--- src/rtl/cordic_fp16_pkg.sv ---
// Shared types and constants for the FP16 -> Q4.12 front end of the CORDIC path.
package cordic_fp16_pkg;
   typedef logic        [15:0] fp16_t;
   typedef logic signed [15:0] fix_q4_12_t;

   localparam int         FP16_BIAS     = 15;
   localparam int         FIX_FRAC_BITS = 12;
   localparam fix_q4_12_t FIX_MAX       = 16'h7FFF;
   localparam fix_q4_12_t FIX_MIN       = 16'h8000;

   // Smallest biased exponent whose magnitude reaches 8.0, the top of Q4.12
   localparam logic [4:0] SAT_EXP = 5'(FP16_BIAS + 3);

   typedef struct packed {
      logic       sign;
      logic [4:0] exp;
      logic [9:0] man;
      logic       is_zero;
      logic       is_nan;
      logic       is_inf;
   } s1_t;
endpackage

--- src/rtl/fp16_mag_round.sv ---
// Combinational shift/round of a normal FP16 magnitude into Q4.12 units.
// FP16_CONV_RNE_EN selects round-to-nearest-even; otherwise truncates toward zero.
module fp16_mag_round
   import cordic_fp16_pkg::*;
(
   input  logic [4:0]  i_exp,
   input  logic [9:0]  i_man,
   output logic [15:0] o_mag,
   output logic        o_big
);
`ifdef FP16_CONV_RNE_EN
   localparam logic RNE = 1'b1;
`else
   localparam logic RNE = 1'b0;
`endif

   logic [26:0] w_val;
   logic        w_rnd;

   // w_val = magnitude * 2^24: integer Q4.12 bits on top, 12 discarded bits below
   assign w_val = 27'({1'b1, i_man}) << (i_exp - 5'd1);
   assign w_rnd = RNE & w_val[FIX_FRAC_BITS-1]
                & ((|w_val[FIX_FRAC_BITS-2:0]) | w_val[FIX_FRAC_BITS]);
   assign o_mag = {1'b0, w_val[26:FIX_FRAC_BITS]} + {15'd0, w_rnd};
   assign o_big = (i_exp >= SAT_EXP);
endmodule

--- src/rtl/fp16_to_fixed_conv.sv ---
// FP16 -> signed Q4.12 converter, 2-stage valid/ready pipeline with saturation counter.
// Rounding mode: FP16_CONV_RNE_EN defined -> RNE, undefined -> truncate.
module fp16_to_fixed_conv
   import cordic_fp16_pkg::*;
(
   input  logic        clk,
   input  logic        rst,
   input  logic        in_valid,
   output logic        in_ready,
   input  fp16_t       fp16_in,
   output logic        out_valid,
   input  logic        out_ready,
   output fix_q4_12_t  fix_out,
   output logic        out_sat,
   output logic        out_nan,
   output logic [15:0] sat_count
);
   s1_t         r_s1;
   logic        r_s1_vld;
   logic        r_out_vld;
   fix_q4_12_t  r_fix;
   logic        r_sat;
   logic        r_nan;
   logic [15:0] r_sat_cnt;

   s1_t         w_dec;
   logic        w_s2_free, w_s1_adv, w_in_xfer, w_out_xfer;
   logic [15:0] w_mag;
   logic        w_big, w_over, w_exact8;
   fix_q4_12_t  w_fix;
   logic        w_sat, w_nan;

   assign w_out_xfer = r_out_vld & out_ready;
   assign w_s2_free  = ~r_out_vld | out_ready;
   assign w_s1_adv   = r_s1_vld & w_s2_free;
   assign in_ready   = ~r_s1_vld | w_s2_free;
   assign w_in_xfer  = in_valid & in_ready;

   always_comb begin
      w_dec         = '0;
      w_dec.sign    = fp16_in[15];
      w_dec.exp     = fp16_in[14:10];
      w_dec.man     = fp16_in[9:0];
      w_dec.is_zero = (fp16_in[14:10] == 5'd0);
      w_dec.is_nan  = (fp16_in[14:10] == 5'h1F) && (fp16_in[9:0] != 10'd0);
      w_dec.is_inf  = (fp16_in[14:10] == 5'h1F) && (fp16_in[9:0] == 10'd0);
   end

   always_ff @(posedge clk or posedge rst) begin
      if (rst) begin
         r_s1_vld <= 1'b0;
         r_s1     <= '0;
      end else begin
         r_s1_vld <= w_in_xfer | (r_s1_vld & ~w_s1_adv);
         if (w_in_xfer) r_s1 <= w_dec;
      end
   end

   fp16_mag_round u_mag (
      .i_exp (r_s1.exp),
      .i_man (r_s1.man),
      .o_mag (w_mag),
      .o_big (w_big)
   );

   // Exactly 8.0 in magnitude is representable only when negative (0x8000)
   assign w_over   = w_big | w_mag[15];
   assign w_exact8 = w_big ? ((r_s1.exp == SAT_EXP) && (r_s1.man == 10'd0))
                           : (w_mag == 16'h8000);

   always_comb begin
      w_fix = '0;
      w_sat = 1'b0;
      w_nan = 1'b0;
      if (r_s1.is_nan) begin
         w_nan = 1'b1;
      end else if (!r_s1.is_zero) begin
         if (r_s1.is_inf || w_over) begin
            w_fix = r_s1.sign ? FIX_MIN : FIX_MAX;
            w_sat = r_s1.is_inf | ~(r_s1.sign & w_exact8);
         end else begin
            w_fix = r_s1.sign ? fix_q4_12_t'(16'd0 - w_mag) : fix_q4_12_t'(w_mag);
         end
      end
   end

   always_ff @(posedge clk or posedge rst) begin
      if (rst) begin
         r_out_vld <= 1'b0;
         r_fix     <= '0;
         r_sat     <= 1'b0;
         r_nan     <= 1'b0;
         r_sat_cnt <= '0;
      end else begin
         r_out_vld <= w_s1_adv | (r_out_vld & ~out_ready);
         if (w_s1_adv) begin
            r_fix <= w_fix;
            r_sat <= w_sat;
            r_nan <= w_nan;
         end
         if (w_out_xfer && r_sat && (r_sat_cnt != 16'hFFFF))
            r_sat_cnt <= r_sat_cnt + 16'd1;
      end
   end

   assign out_valid = r_out_vld;
   assign fix_out   = r_fix;
   assign out_sat   = r_sat;
   assign out_nan   = r_nan;
   assign sat_count = r_sat_cnt;
endmodule

--- config.mk ---
export PLATFORM = sky130hd
export DESIGN_NAME = fp16_to_fixed_conv
export DESIGN_NICKNAME = d
export VERILOG_FILES = /design/src/rtl/cordic_fp16_pkg.sv /design/src/rtl/fp16_mag_round.sv /design/src/rtl/fp16_to_fixed_conv.sv
export SDC_FILE = /design/constraint.sdc
export NUM_CORES = 1
export LEC_CHECK = 0
export ABC_AREA = 1
export BUFFER_PORTS_ARGS = -buffer_cell sky130_fd_sc_hd__buf_2
export CAP_MARGIN = 20
export CORE_MARGIN = 3
export CORE_UTILIZATION = 40
export DETAILED_ROUTE_END_ITERATION = 8
export SLEW_MARGIN = 10
export SYNTH_ARGS = -nofsm -noshare
export SYNTH_HDL_FRONTEND = slang
export SYNTH_SLANG_ARGS = --single-unit
export TNS_END_PERCENT = 5
--- constraint.sdc ---
create_clock -name clk -period 2.92 [get_ports clk]
set_clock_uncertainty 0.2 [all_clocks]
set_input_delay 0.584 -clock clk [delete_from_list [all_inputs] [get_ports clk]]
set_output_delay 0.584 -clock clk [all_outputs]
set_load 0.05 [all_outputs]
==> results.json <==
{
  "relSlewSlack": 0.649,
  "pwr-share-clk": 0.122,
  "use_met2": 0.300,
  "nNetsFinal": 614,
  "worstReg2RegStart": "r_s1[14]$_DFFE_PP0P_",
  "start_util": 0.414,
  "syn_area_per_cell_um2": 6.99,
  "drive_gt1_frac": 0.215,
  "period_share": 0.907,
  "numCtsBuffers": 5,
  "die_w_um": 102,
  "postCtsHoldBufs": 0,
  "fin_setup_tns_ps": 0,
  "path_max_fanout": 14,
  "yosys_warnings": 0,
  "combPwrFrac": 0.590,
  "fin_util": 0.482,
  "critPathCaptureType": "flop",
  "path_cells": "inv_1 > ha_1 > buf_6 > nand3_1 > nand3_1 > nand3_1 > nand3_2 > ha_1 > nand3_2 > nor2_4 > nand3_2 > nand2_2 > nand2_2 > inv_2 > nand3_1 > nand3_1 > nand2_1",
  "dieArea_mm2": 0.0103,
  "vias_per_cell": 5.00,
  "crit_family": "simple AND/OR/NAND/NOR gates",
  "area_growth_syn_to_layout_pct": 16.4,
  "fp.dieH_um": 102,
  "ios": 56,
  "grt_pass1_vias": 3174,
  "clk_pin_slew_ps": 110,
  "grt_max_degree": 27,
  "wire_per_inst_um": 13.5,
  "ff2ff_setup_slack_ps": 270,
  "cap_violations": 0,
  "yosysUniqueCellTypes": 39,
  "ys_top_cells_by_area": "dfrtp_1, nand2_1, nand3_1",
  "cp_common_cell": "nand3_1",
  "clockBufferDepth": 2,
  "setup_slack_ps": 271,
  "rr_endpoint": "fix_out[14]$_DFFE_PP0P_",
  "seq_area_frac_synth": 0.377,
  "dpl_cell_area_mm2": 0.00412,
  "cpMaxStageDelayCell": "dfrtp_1",
  "grt_setup_unrepaired": "false",
  "setup_viol": 0,
  "grt_busiest_layer": "met2",
  "stdcell_area_mm2": 0.00425,
  "rows": 34,
  "hold_class": "in -> async",
  "met3_usage": 0.0207,
  "fmax_mhz": 378,
  "drc_errors": 0,
  "netlist_instances": 522,
  "grt_pass1_wl_mm": 15.5,
  "wl_mm": 9.39,
  "yosysMostFrequentCell": "nand2_1",
  "crit_required_ps": 2930,
  "ys_ff_latch": 55,
  "netSwitchingFraction": 0.529,
  "endpoint": "fix_out[14]$_DFFE_PP0P_",
  "synth_nets": 547,
  "p_int_mw": 1.75,
  "cts_tree": "done",
  "cp_num_cells": 17,
  "antenna_found_initial": 0,
  "numClockSinks": 55,
  "ys_top_cells_by_count": "nand2_1, nand3_1, dfrtp_1",
  "status": "finished clean",
  "power_frac_seq": 0.289,
  "critPathKind": "reg -> reg",
  "synth_edf_count": 0,
  "core-area_mm2": 0.00881,
  "cpPeakStageDelay_ps": 360,
  "yosys.area.top_type_share": 0.377,
  "ir_drop_mv": 0.304,
  "clockRootBuffer": "clkbuf_8",
  "worstMarginPinSlew_ps": 526,
  "placement.io_buffers": 55,
  "switchingPower_mw": 1.97,
  "met1_usage": 0.269,
  "crit_buf_inv": 3,
  "ys.flop_type": "dfrtp_1",
  "yosysTopAreaCell": "dfrtp_1",
  "post-dp-hpwl_mm": 7.51,
  "overflow": 0,
  "post-place-ws_ps": 116,
  "arrival_ps": 2660,
  "total_leakage_power_nw": 2.33,
  "synth-async-reset-ratio": 1.00,
  "worstRegToRegCells": 17,
  "htreeDepth": 2,
  "firstDrtPassIters": 4,
  "netlist_area_mm2": 0.00365,
  "antenna_left": 0,
  "critPathLaunch": "r_s1[14]$_DFFE_PP0P_",
  "grtUsageTotal": 0.185,
  "startpoint_type": "flop",
  "gp_congestion": 0.988,
  "finalHoldViolCount": 0,
  "layout_min_cycle_time_ps": 2650,
  "drv_slew": 0,
  "vias": 3491,
  "powerDensity_mw_per_mm2": 877,
  "diodes": 0,
  "drt_iter0_markers": 155,
  "insertion_delay_ps": 310
}
cell type report:
type / instances / area (µm²)
inverters: 45 / 169
multi-input cells: 406 / 2040
clock inverters: 3 / 23.8
fillers: 914 / 4560
clock buffers: 5 / 68.8
well taps: 108 / 135
flip-flops and latches: 55 / 1380
repair buffers: 76 / 437
through the flow:
step                      hold WS [ps]  cells  power, mW
after floorplan                    254    522       2.74
after global placement             257    689       3.24
after detailed placement           260    689       3.26
after CTS                          101    697       3.72
after global routing               126    698       4.02
final                             91.1    698       3.72
how the worst min path moves through the flow:
stage                                 to  slack, ps
2_1_floorplan        r_s1[1]$_DFFE_PP0P_        250
5_1_grt        sat_count[12]$_DFFE_PP0P_        130
3_5_place_dp      fix_out[8]$_DFFE_PP0P_        260
3_3_place_gp      fix_out[7]$_DFFE_PP0P_        260
6_report         fix_out[11]$_DFFE_PP0P_         90
4_1_cts              out_nan$_DFFE_PP0P_        100
layout by cell type (no fill, tap or decap), types with 4 or more instances in the layout:
cell / instances
dfrtp_1: 55
nand3_2: 7
o21ai_0: 21
a21oi_1: 10
xnor2_1: 7
nand2_2: 9
ha_1: 4
nand2_4: 5
nand4_1: 6
nand3_1: 79
nor2_4: 4
xor2_1: 7
inv_2: 8
clkbuf_8: 5
nor4_1: 7
nor2_1: 23
nand2_1: 186
buf_4: 20
inv_1: 36
o21ai_1: 4
nor2_2: 5
buf_2: 55
nor3_1: 6
cells by family (layout without fill, tap and decap cells):
kind of cell	Yosys count	count (layout)	synth area share
flops	55	55	0.377
xor+xnor	14	14	0.0336
buf+inv	61	129	0.0720
mux	1	1	0.00309
fa+ha+maj	5	5	0.0171
simple gates	343	343	0.432
compound gates	43	43	0.0655
metal layers:
layer,wire (µm),up-vias
met4,61,0
met3,271,4
met5,0,-
li1,-,1826
met1,4620,1602
met2,4440,59
flip-flops by register name (all words and copies together), names as in the netlist:
register / flops
r_s1: 19
out_nan: 1
out_valid: 1
fix_out: 16
r_s1_vld: 1
out_sat: 1
sat_count: 16
worst register-to-register path: cells and delay by family (launching register included):
| family | cells | cell delay (ps) |
|---|---|---|
| adder cells (fa/ha/maj) | 2 | 520 |
| buffers and inverters | 3 | 300 |
| flip-flops | 1 | 360 |
| AND/OR/NAND/NOR | 12 | 1180 |
power by group through the flow:
stage | clock, mW | combinational (mW) | sequential [mW]
after floorplan | 0 | 1.14 | 1.59
after global placement | 0 | 2.15 | 1.09
after detailed placement | 0 | 2.16 | 1.09
after CTS | 0.470 | 2.17 | 1.08
after global routing | 0.493 | 2.42 | 1.10
final | 0.453 | 2.20 | 1.08
what timing repair did:
action                                  CTS  global route
resized for setup                         0             7
endpoints found under the setup margin    0             8
setup buffers                             0             1
(Power assumes the default switching activity.)
